## config.mk

```make
export PLATFORM = sky130hd
export DESIGN_NAME = regbank_access_seq
export DESIGN_NICKNAME = d
export VERILOG_FILES = /design/src/rtl/regbank_access_seq.sv
export SDC_FILE = /design/constraint.sdc
export NUM_CORES = 1
export LEC_CHECK = 0
export CORE_MARGIN = 2
export CORE_UTILIZATION = 48
export DETAILED_ROUTE_END_ITERATION = 7
export PLACE_DENSITY = 0.81
export SLEW_MARGIN = 20
export SYNTH_ARGS = -nofsm -noshare
export SYNTH_HDL_FRONTEND = slang
export SYNTH_SLANG_ARGS = --single-unit
```

## constraint.sdc

```tcl
create_clock -name clk_i -period 2.4 [get_ports clk_i]
set_clock_uncertainty 0.05 [all_clocks]
set_input_delay 0.36 -clock clk_i [delete_from_list [all_inputs] [get_ports clk_i]]
set_output_delay 0.36 -clock clk_i [all_outputs]
set_load 0.02 [all_outputs]
```

## src/rtl/regbank_access_seq.sv

```systemverilog
// rtl/regbank_access_seq.sv - command-to-access sequencer for the single-port register bank
//
// Accepts one command per cmd handshake (optional writeback, then up to two operand
// reads), issues each as a register-bank access fired by toggling rb_trigger_o, and
// presents the collected operands on the op handshake.
//
// Ports:
//   clk_i, rst_n_i            clock (posedge) and asynchronous active-low reset
//   cmd_valid_i / cmd_ready_o command handshake; cmd_ready_o is high only in IDLE
//   cmd_wr_en_i, cmd_rd_i, cmd_wdata_i    writeback request
//   cmd_rn_en_i, cmd_rn_i     operand A read request
//   cmd_rm_en_i, cmd_rm_i     operand B read request
//   op_valid_o / op_ready_i   result handshake; op_a_o / op_b_o operand values
//   busy_o                    high whenever the sequencer is not IDLE
//   rb_addr_o, rb_wdata_o, rb_rdata_i, rb_trigger_o, rb_rw_o   register bank side
module regbank_access_seq #(
    parameter int SETTLE = 2,
    parameter int AW     = 4,
    parameter int DW     = 32
) (
    input  logic          clk_i,
    input  logic          rst_n_i,
    input  logic          cmd_valid_i,
    output logic          cmd_ready_o,
    input  logic          cmd_wr_en_i,
    input  logic [AW-1:0] cmd_rd_i,
    input  logic [DW-1:0] cmd_wdata_i,
    input  logic          cmd_rn_en_i,
    input  logic [AW-1:0] cmd_rn_i,
    input  logic          cmd_rm_en_i,
    input  logic [AW-1:0] cmd_rm_i,
    output logic          op_valid_o,
    input  logic          op_ready_i,
    output logic [DW-1:0] op_a_o,
    output logic [DW-1:0] op_b_o,
    output logic          busy_o,
    output logic [AW-1:0] rb_addr_o,
    output logic [DW-1:0] rb_wdata_o,
    input  logic [DW-1:0] rb_rdata_i,
    output logic          rb_trigger_o,
    output logic          rb_rw_o
);

    localparam int CW = (SETTLE > 1) ? $clog2(SETTLE) : 1;
    localparam logic [CW-1:0] CNT_LAST = CW'(SETTLE - 1);

    typedef enum logic [2:0] {S_IDLE, S_SETUP, S_TRIG, S_WAIT, S_RESP} state_e;
    typedef enum logic [1:0] {K_NONE, K_WR, K_RDA, K_RDB} kind_e;

    state_e        state_q, state_d;
    kind_e         cur_q, cur_d;
    logic [2:0]    pend_q, pend_d;      // bit0 = WR, bit1 = RD_A, bit2 = RD_B
    logic [CW-1:0] cnt_q, cnt_d;
    logic [AW-1:0] rd_q, rd_d, rn_q, rn_d, rm_q, rm_d;
    logic [DW-1:0] wdata_q, wdata_d;
    logic [DW-1:0] op_a_q, op_a_d, op_b_q, op_b_d;
    logic [AW-1:0] addr_q, addr_d;
    logic [DW-1:0] rbw_q, rbw_d;
    logic          trig_q, trig_d;
    logic          rw_q, rw_d;

    // Sources for the next access: live command inputs on the accept edge,
    // latched copies for later accesses.
    logic [2:0]    pend_s;
    logic [AW-1:0] rd_s, rn_s, rm_s;
    logic [DW-1:0] wdata_s;
    logic          load;

    always_ff @(posedge clk_i or negedge rst_n_i) begin
        if (!rst_n_i) begin
            state_q <= S_IDLE;
            cur_q   <= K_NONE;
            pend_q  <= '0;
            cnt_q   <= '0;
            rd_q    <= '0;
            rn_q    <= '0;
            rm_q    <= '0;
            wdata_q <= '0;
            op_a_q  <= '0;
            op_b_q  <= '0;
            addr_q  <= '0;
            rbw_q   <= '0;
            trig_q  <= 1'b0;
            rw_q    <= 1'b1;
        end else begin
            state_q <= state_d;
            cur_q   <= cur_d;
            pend_q  <= pend_d;
            cnt_q   <= cnt_d;
            rd_q    <= rd_d;
            rn_q    <= rn_d;
            rm_q    <= rm_d;
            wdata_q <= wdata_d;
            op_a_q  <= op_a_d;
            op_b_q  <= op_b_d;
            addr_q  <= addr_d;
            rbw_q   <= rbw_d;
            trig_q  <= trig_d;
            rw_q    <= rw_d;
        end
    end

    always_comb begin
        state_d = state_q;
        cur_d   = cur_q;
        pend_d  = pend_q;
        cnt_d   = cnt_q;
        rd_d    = rd_q;
        rn_d    = rn_q;
        rm_d    = rm_q;
        wdata_d = wdata_q;
        op_a_d  = op_a_q;
        op_b_d  = op_b_q;
        addr_d  = addr_q;
        rbw_d   = rbw_q;
        trig_d  = trig_q;
        rw_d    = rw_q;
        pend_s  = pend_q;
        rd_s    = rd_q;
        rn_s    = rn_q;
        rm_s    = rm_q;
        wdata_s = wdata_q;
        load    = 1'b0;

        case (state_q)
            S_IDLE: begin
                if (cmd_valid_i) begin
                    pend_s  = {cmd_rm_en_i, cmd_rn_en_i, cmd_wr_en_i};
                    rd_s    = cmd_rd_i;
                    rn_s    = cmd_rn_i;
                    rm_s    = cmd_rm_i;
                    wdata_s = cmd_wdata_i;
                    rd_d    = cmd_rd_i;
                    rn_d    = cmd_rn_i;
                    rm_d    = cmd_rm_i;
                    wdata_d = cmd_wdata_i;
                    pend_d  = pend_s;
                    op_a_d  = '0;
                    op_b_d  = '0;
                    if (pend_s == 3'b000) begin
                        // An empty command spends one final WAIT cycle with no
                        // access so completion still trails the accept by a cycle.
                        state_d = S_WAIT;
                        cur_d   = K_NONE;
                        cnt_d   = CNT_LAST;
                    end else begin
                        load = 1'b1;
                    end
                end
            end
            S_SETUP: begin
                state_d = S_TRIG;
                trig_d  = ~trig_q;
            end
            S_TRIG: begin
                state_d = S_WAIT;
                cnt_d   = '0;
            end
            S_WAIT: begin
                if (cnt_q == CNT_LAST) begin
                    if (cur_q == K_RDA) op_a_d = rb_rdata_i;
                    if (cur_q == K_RDB) op_b_d = rb_rdata_i;
                    if (pend_q != 3'b000) load = 1'b1;
                    else                  state_d = S_RESP;
                end else begin
                    cnt_d = cnt_q + 1'b1;
                end
            end
            S_RESP: begin
                if (op_ready_i) state_d = S_IDLE;
            end
            default: state_d = S_IDLE;
        endcase

        // Start the lowest-numbered pending access; the fixed WR, RD_A, RD_B order
        // is what lets a read of the writeback register see the new data.
        if (load) begin
            state_d = S_SETUP;
            if (pend_s[0]) begin
                addr_d = rd_s;
                rw_d   = 1'b0;
                rbw_d  = wdata_s;
                cur_d  = K_WR;
                pend_d = pend_s & 3'b110;
            end else if (pend_s[1]) begin
                addr_d = rn_s;
                rw_d   = 1'b1;
                cur_d  = K_RDA;
                pend_d = pend_s & 3'b100;
            end else begin
                addr_d = rm_s;
                rw_d   = 1'b1;
                cur_d  = K_RDB;
                pend_d = 3'b000;
            end
        end
    end

    assign cmd_ready_o  = (state_q == S_IDLE);
    assign busy_o       = (state_q != S_IDLE);
    assign op_valid_o   = (state_q == S_RESP);
    assign op_a_o       = op_a_q;
    assign op_b_o       = op_b_q;
    assign rb_addr_o    = addr_q;
    assign rb_wdata_o   = rbw_q;
    assign rb_trigger_o = trig_q;
    assign rb_rw_o      = rw_q;

endmodule

```

==> Yosys cells after proc, flatten, opt, wreduce, memory -nomap -nowiden <==
Cells that the tools add are included.
{ "totals": {"register_bits": 155, "output_inout_bits": 105, "elab_cells": 92} }
{ "classes": {"add_sub_neg": 1, "eq_ne": 16, "n_mux": 45, "bitwise": 1, "n_reduce_logical": 15} }
{ "op_table": {"columns": ["cell", "n"], "rows": [
  ["32-bit two-way mux", 7],
  ["32-bit one-hot mux with 2 select lines", 2],
  ["3-bit two-way mux", 11],
  ["4-bit two-way mux", 8],
  ["3-bit one-hot mux with 5 select lines", 1],
  ["2-bit two-way mux", 5],
  ["1-bit two-way mux", 9],
  ["3-bit nonzero test", 3],
  ["2-bit inequality test, second input constant", 4],
  ["4-bit AND reduction", 2],
  ["2-bit nonzero test", 4],
  ["3-bit by 2-bit equality test with 1-bit output, second input constant", 2],
  ["3-bit logical NOT", 2],
  ["3-bit by 1-bit inequality test with 1-bit output, second input constant", 2],
  ["3-bit inequality test, second input constant", 2],
  ["3-bit AND reduction", 2],
  ["5-bit AND reduction", 1],
  ["2-bit equality test, second input constant", 2],
  ["3-bit by 1-bit equality test with 1-bit output, second input constant", 1],
  ["3-bit equality test, second input constant", 1],
  ["3-bit by 2-bit inequality test with 1-bit output, second input constant", 1],
  ["1-bit one-hot mux with 3 select lines", 1],
  ["2-bit by 1-bit inequality test with 1-bit output, second input constant", 1],
  ["1-bit one-hot mux with 2 select lines", 1],
  ["other kinds (3)", 3]
]} }

==> Depth between registers and ports, before layout <==
Gate-level depths: netlist of the first run.
{ "depth": {"word_depth": 6, "ltp_mapped": 6, "ltp_nobuf": 4} }

==> Worst setup path after synthesis of the first run <==
No wires, ideal clock.
{ "synth_timing": {"kind": "reg2reg", "startpoint": "register state_q[1]", "endpoint": "register rbw_q[10], in the netlist rb_wdata_o[10]", "setup_time_ns": 0.125, "arrival_time_ns": 1.690, "t_required_ns": 2.225, "slack_ns": 0.534, "stages_incl_launch_ff": 7, "path_cell_list": "dfrtp_1 > or4b_1 > buf_2 > nand2_2 > o21ai_4 > buf_6 > mux2_4"} }
{ "synth_between": {"elab_chain_cells": 3, "word_cells_on_any_way": 6, "cone_classes": "eq/ne: 1; mux: 3; reduce/logical: 2"} }
{ "synth_lines": {"columns": ["element", "line", "source"], "rows": [
  ["start, declared", "50", "state_e state_q, state_d;"],
  ["start signal, assigned", "86", "state_q <= state_d;"],
  ["3-bit by 2-bit equality test with 1-bit output / 3-bit logical NOT (equally long branches)", "125", "case (state_q)"],
  ["1-bit one-hot mux with 2 select lines / 3-bit two-way mux (equally long branches)", "125", null],
  ["2-bit AND reduction (no source line)", null, null],
  ["end signal, assigned", "97", "rbw_q <= rbw_d;"],
  ["end, declared", "58", "logic [DW-1:0] rbw_q, rbw_d;"]
]} }
Parallel ways exist; a longest one is shown, timed or not.
A chain may end at the register's enable or synchronous reset.

==> Worst setup path after layout of the first run <==
{ "layout_timing": {"startpoint": "register state_q[2]", "endpoint": "output op_valid_o"} }
{ "layout_between": {"elab_chain_cells": 1} }
{ "layout_lines": {"columns": ["element", "line", "source"], "rows": [
  ["3-bit equality test", "201", "assign op_valid_o = (state_q == S_RESP);"],
  ["end, declared", "32", "output logic op_valid_o,"]
]} }
No other way between the ends.

==> results.py, run 1 <==
metrics = {
    "worst_hold_path": {
        "holdCritPathClass": "in2async",
    },
    "timing": {
        "rsz0062_at_grt": "no",
        "min_period_ns": 2.18,
        "tightestPinTransition_ns": 0.623,
        "setup_viol": 0,
        "fmax_mhz": 458,
        "final_max_slew_viol_count": 0,
        "post-route-period-util_pct": 91.0,
        "slew_headroom_pct": 58.5,
        "hold_violations": 0,
    },
    "logic_synthesis": {
        "syn_nets": 723,
        "ys_warn_count": 0,
        "syn_inst": 640,
        "synth_area_um2": 6500,
        "synth.ff_latch_count": 155,
        "yosysUniqueCellTypes": 37,
        "yosysSeqAreaShare_pct": 59.7,
        "synth_area_per_cell_um2": 10.2,
    },
    "setup_path": {
        "worstPathArrival_ns": 1.77,
        "reg2reg_depth": 6,
        "cp-start-kind": "flip-flop",
        "critPathKind": "reg2out",
        "path_max_fanout": 11,
        "end_kind": "output port",
        "required_ns": 1.99,
    },
    "route": {
        "detail-route-antenna-nets": 0,
        "drtIter0Drc": 390,
        "wire_per_inst_um": 16.2,
        "drtPass1Iterations": 5,
        "vias": 5295,
        "drt-total-wl_mm": 16.5,
        "vias_per_cell": 5.18,
        "drc_errors": 0,
    },
    "floorplan": {
        "rows": 42,
        "start_util_pct": 49.1,
        "die_y_um": 120,
        "dieArea_um2": 14500,
        "io_pins": 188,
        "die_x_um": 120,
        "coreArea_um2": 13200,
    },
    "final_layout": {
        "area.growth.synth_to_final_pct": 43.9,
        "fillCellCount": 959,
        "finalNetCount": 917,
        "diodes": 0,
        "multi_input_area_um2": 2300,
        "drive_above_1_share_pct": 11.8,
        "final_common_cell": "nand2_1",
        "final_util_pct": 70.7,
        "layoutNonFillerInstCount": 1023,
        "final_cell_mix": "208 x nand2_1, 183 x clkdlybuf4s50_1, 154 x dfrtp_1, 67 x o21ai_0, 36 x inv_1",
        "seqCellArea_um2": 3880,
    },
    "cts": {
        "numCtsBuffers": 17,
        "path_clk_slew_ns": 0.06,
        "clk-insertion-delay-late_ns": 0.42,
        "cts_tree": "done",
        "htreeDepth": 4,
        "clk_path_buf_depth": 2,
        "postCtsSetupBuffers": 0,
        "cts-root-buf": "clkbuf_16",
        "numClockSinks": 155,
    },
    "power": {
        "p_switching_w": 0.00481,
        "power_leakage_nw": 4.21,
        "clock_power_share_pct": 22.3,
        "pwr-share-comb_pct": 43.8,
        "swShare_pct": 36.5,
        "p_int_w": 0.00835,
        "p_per_area_nw_per_um2": 1410,
        "p_seq_share_pct": 34.0,
        "ir_worst_vdd_uv": 661,
    },
    "grt": {
        "grt-ovfl-total": 0,
        "antenna_found_initial": 0,
        "grt_pass1_vias": 5267,
        "grt_start_max_net_pins": 66,
        "grt_pass1_wl_mm": 26.9,
        "grt_usage_pct": 23.6,
    },
    "place": {
        "finalWeightedCongestion": 0.808,
        "placed_cells": 990,
        "dp_hpwl_mm": 11.3,
        "portBuffers": 187,
    },
    "outcome": {
        "outcome": "finished, final reports clean",
    },
    "flow_run": {
        "maxCapViolCount": 0,
    },
}
## logic make-up (layout without fill, tap and decap cells)
group,count (synthesis),in the layout,synth area share [%]
muxes,39,39,8.37
DFF,155,155,59.7
xor gates and xnor gates,1,1,0.135
AOI/OAI and AO/OA,105,105,9.66
and+or+nand+nor,263,263,17.0
buffers and inverters,77,284,5.21
## layer usage
layer | track usage [%] | vias up | wire [µm]
met2 | 37.4 | 213 | 7800
met1 | 31.4 | 2571 | 7120
met4 | 8.28 | 0 | 336
met3 | 6.65 | 29 | 1270
li1 | - | 2482 | -
met5 | 0 | - | 0
## power by group through the flow
stage / registers, W / logic [W] / clock network [W]
final: 0.00447 / 0.00576 / 0.00293
after global routing: 0.00459 / 0.00623 / 0.00309
after CTS: 0.00447 / 0.00580 / 0.00297
after detailed placement: 0.00448 / 0.00577 / 0
after global placement: 0.00445 / 0.00559 / 0
after floorplan: 0.00524 / 0.00242 / 0
## cells in the mapped netlist
cell type | number | share of area (%)
a2111oi_0 | 1 | 0.13
a211oi_1 | 8 | 0.92
a21oi_1 | 14 | 1.1
a31oi_1 | 2 | 0.19
a41oi_2 | 1 | 0.25
and3b_1 | 1 | 0.13
buf_1 | 3 | 0.17
buf_2 | 16 | 1.2
buf_4 | 2 | 0.23
buf_6 | 3 | 0.52
clkbuf_1 | 17 | 0.98
dfrtp_1 | 154 | 59
dfstp_2 | 1 | 0.40
inv_1 | 36 | 2.1
mux2_2 | 3 | 0.52
mux2_4 | 30 | 6.9
mux2i_1 | 6 | 0.92
nand2_1 | 208 | 12
nand2_2 | 1 | 0.096
nand3_1 | 32 | 2.5
nand3b_1 | 1 | 0.12
nand4b_2 | 1 | 0.23
nor2_1 | 5 | 0.29
nor2b_1 | 7 | 0.67
nor3_1 | 4 | 0.31
nor3b_1 | 1 | 0.12
nor4b_4 | 1 | 0.37
o21ai_0 | 67 | 5.2
o21ai_4 | 1 | 0.25
o21bai_1 | 2 | 0.23
o221a_1 | 1 | 0.17
o22ai_1 | 2 | 0.19
o2bb2ai_1 | 1 | 0.13
o31ai_4 | 1 | 0.33
o32a_1 | 4 | 0.62
or4b_1 | 1 | 0.15
xor2_1 | 1 | 0.13
## path summary, 6_finish.rpt
path                            startpoint              to  slack (ns)
worst max-delay path            state_q[2]      op_valid_o        0.22
worst min-delay path               rst_n_i       op_b_o[8]        0.28
worst max register to register  state_q[1]  rb_wdata_o[31]        0.24
worst min register to register     rb_rw_o         rb_rw_o        0.42
max in group asynchronous          rst_n_i     wdata_q[10]        1.22
min in group clk_i                 rb_rw_o         rb_rw_o        0.42
## area by class of cell
type	count	share of cell area (%)
flip-flops and latches	155	41.5
inverters	36	1.44
clock inverters	11	2.05
multi-input cells	408	24.5
well taps	176	2.35
repair buffers	216	23.3
clock buffers	21	4.81
## worst max-delay path, stage by stage (launching register included)
cell and delay (ns):
dfrtp_1 0.42, buf_4 0.20, nor3b_1 0.31, dlygate4sd2_1 0.42
## per-stage QoR
stage / setup TNS (ns) / power [W] / setup slack (ns) / hold slack, ns / area, µm²
2_1_floorplan: 0 / 0.00766 / 0.534 / 0.0144 / 6500
3_3_place_gp: -0.0353 / 0.0100 / -0.0252 / 0.146 / 8700
3_5_place_dp: -2.03 / 0.0102 / -0.0796 / 0.151 / 8700
4_1_cts: 0 / 0.0132 / 0.0473 / 0.270 / 9350
5_1_grt: 0 / 0.0139 / 0.126 / 0.290 / 9360
6_report: 0 / 0.0132 / 0.215 / 0.282 / 9360
## timing repair
item / 4_1_cts / 5_1_grt
setup endpoints to repair: 1 / 2
resized for setup: 1 / 2
hold endpoints to repair: 15 / 0
pin swaps: 0 / 0
hold buffers: 1 / 0
## state kept, by name, indices dropped and copies added, names as in the netlist, 4 cells and up
signal	flops
op_a_o	32
op_b_o	32
rb_wdata_o	32
wdata_q	32
rb_addr_o	4
rd_q	4
rm_q	4
rn_q	4
Note: power is estimated with default switching activity, not from simulation.
==> run 2, diff against run 1 <==
--- a/config.mk
+++ b/config.mk
@@ -7,6 +7,7 @@
 export LEC_CHECK = 0
 export CORE_MARGIN = 2
 export CORE_UTILIZATION = 48
+export CTS_CLUSTER_DIAMETER = 150
 export DETAILED_ROUTE_END_ITERATION = 7
 export PLACE_DENSITY = 0.81
 export SLEW_MARGIN = 20
==> results of run 2 <==
The final DEF is identical to that of run 1; final timing and power are the same.
==> run 3, diff against run 2 <==
--- a/config.mk
+++ b/config.mk
@@ -5,9 +5,10 @@
 export SDC_FILE = /design/constraint.sdc
 export NUM_CORES = 1
 export LEC_CHECK = 0
+export ABC_CLOCK_PERIOD_IN_PS = 2400
 export CORE_MARGIN = 2
 export CORE_UTILIZATION = 48
-export CTS_CLUSTER_DIAMETER = 150
+export CTS_CLUSTER_DIAMETER = 50
 export DETAILED_ROUTE_END_ITERATION = 7
 export PLACE_DENSITY = 0.81
 export SLEW_MARGIN = 20
==> results of run 3 <==
The final DEF is identical to that of run 1; final timing and power are the same.
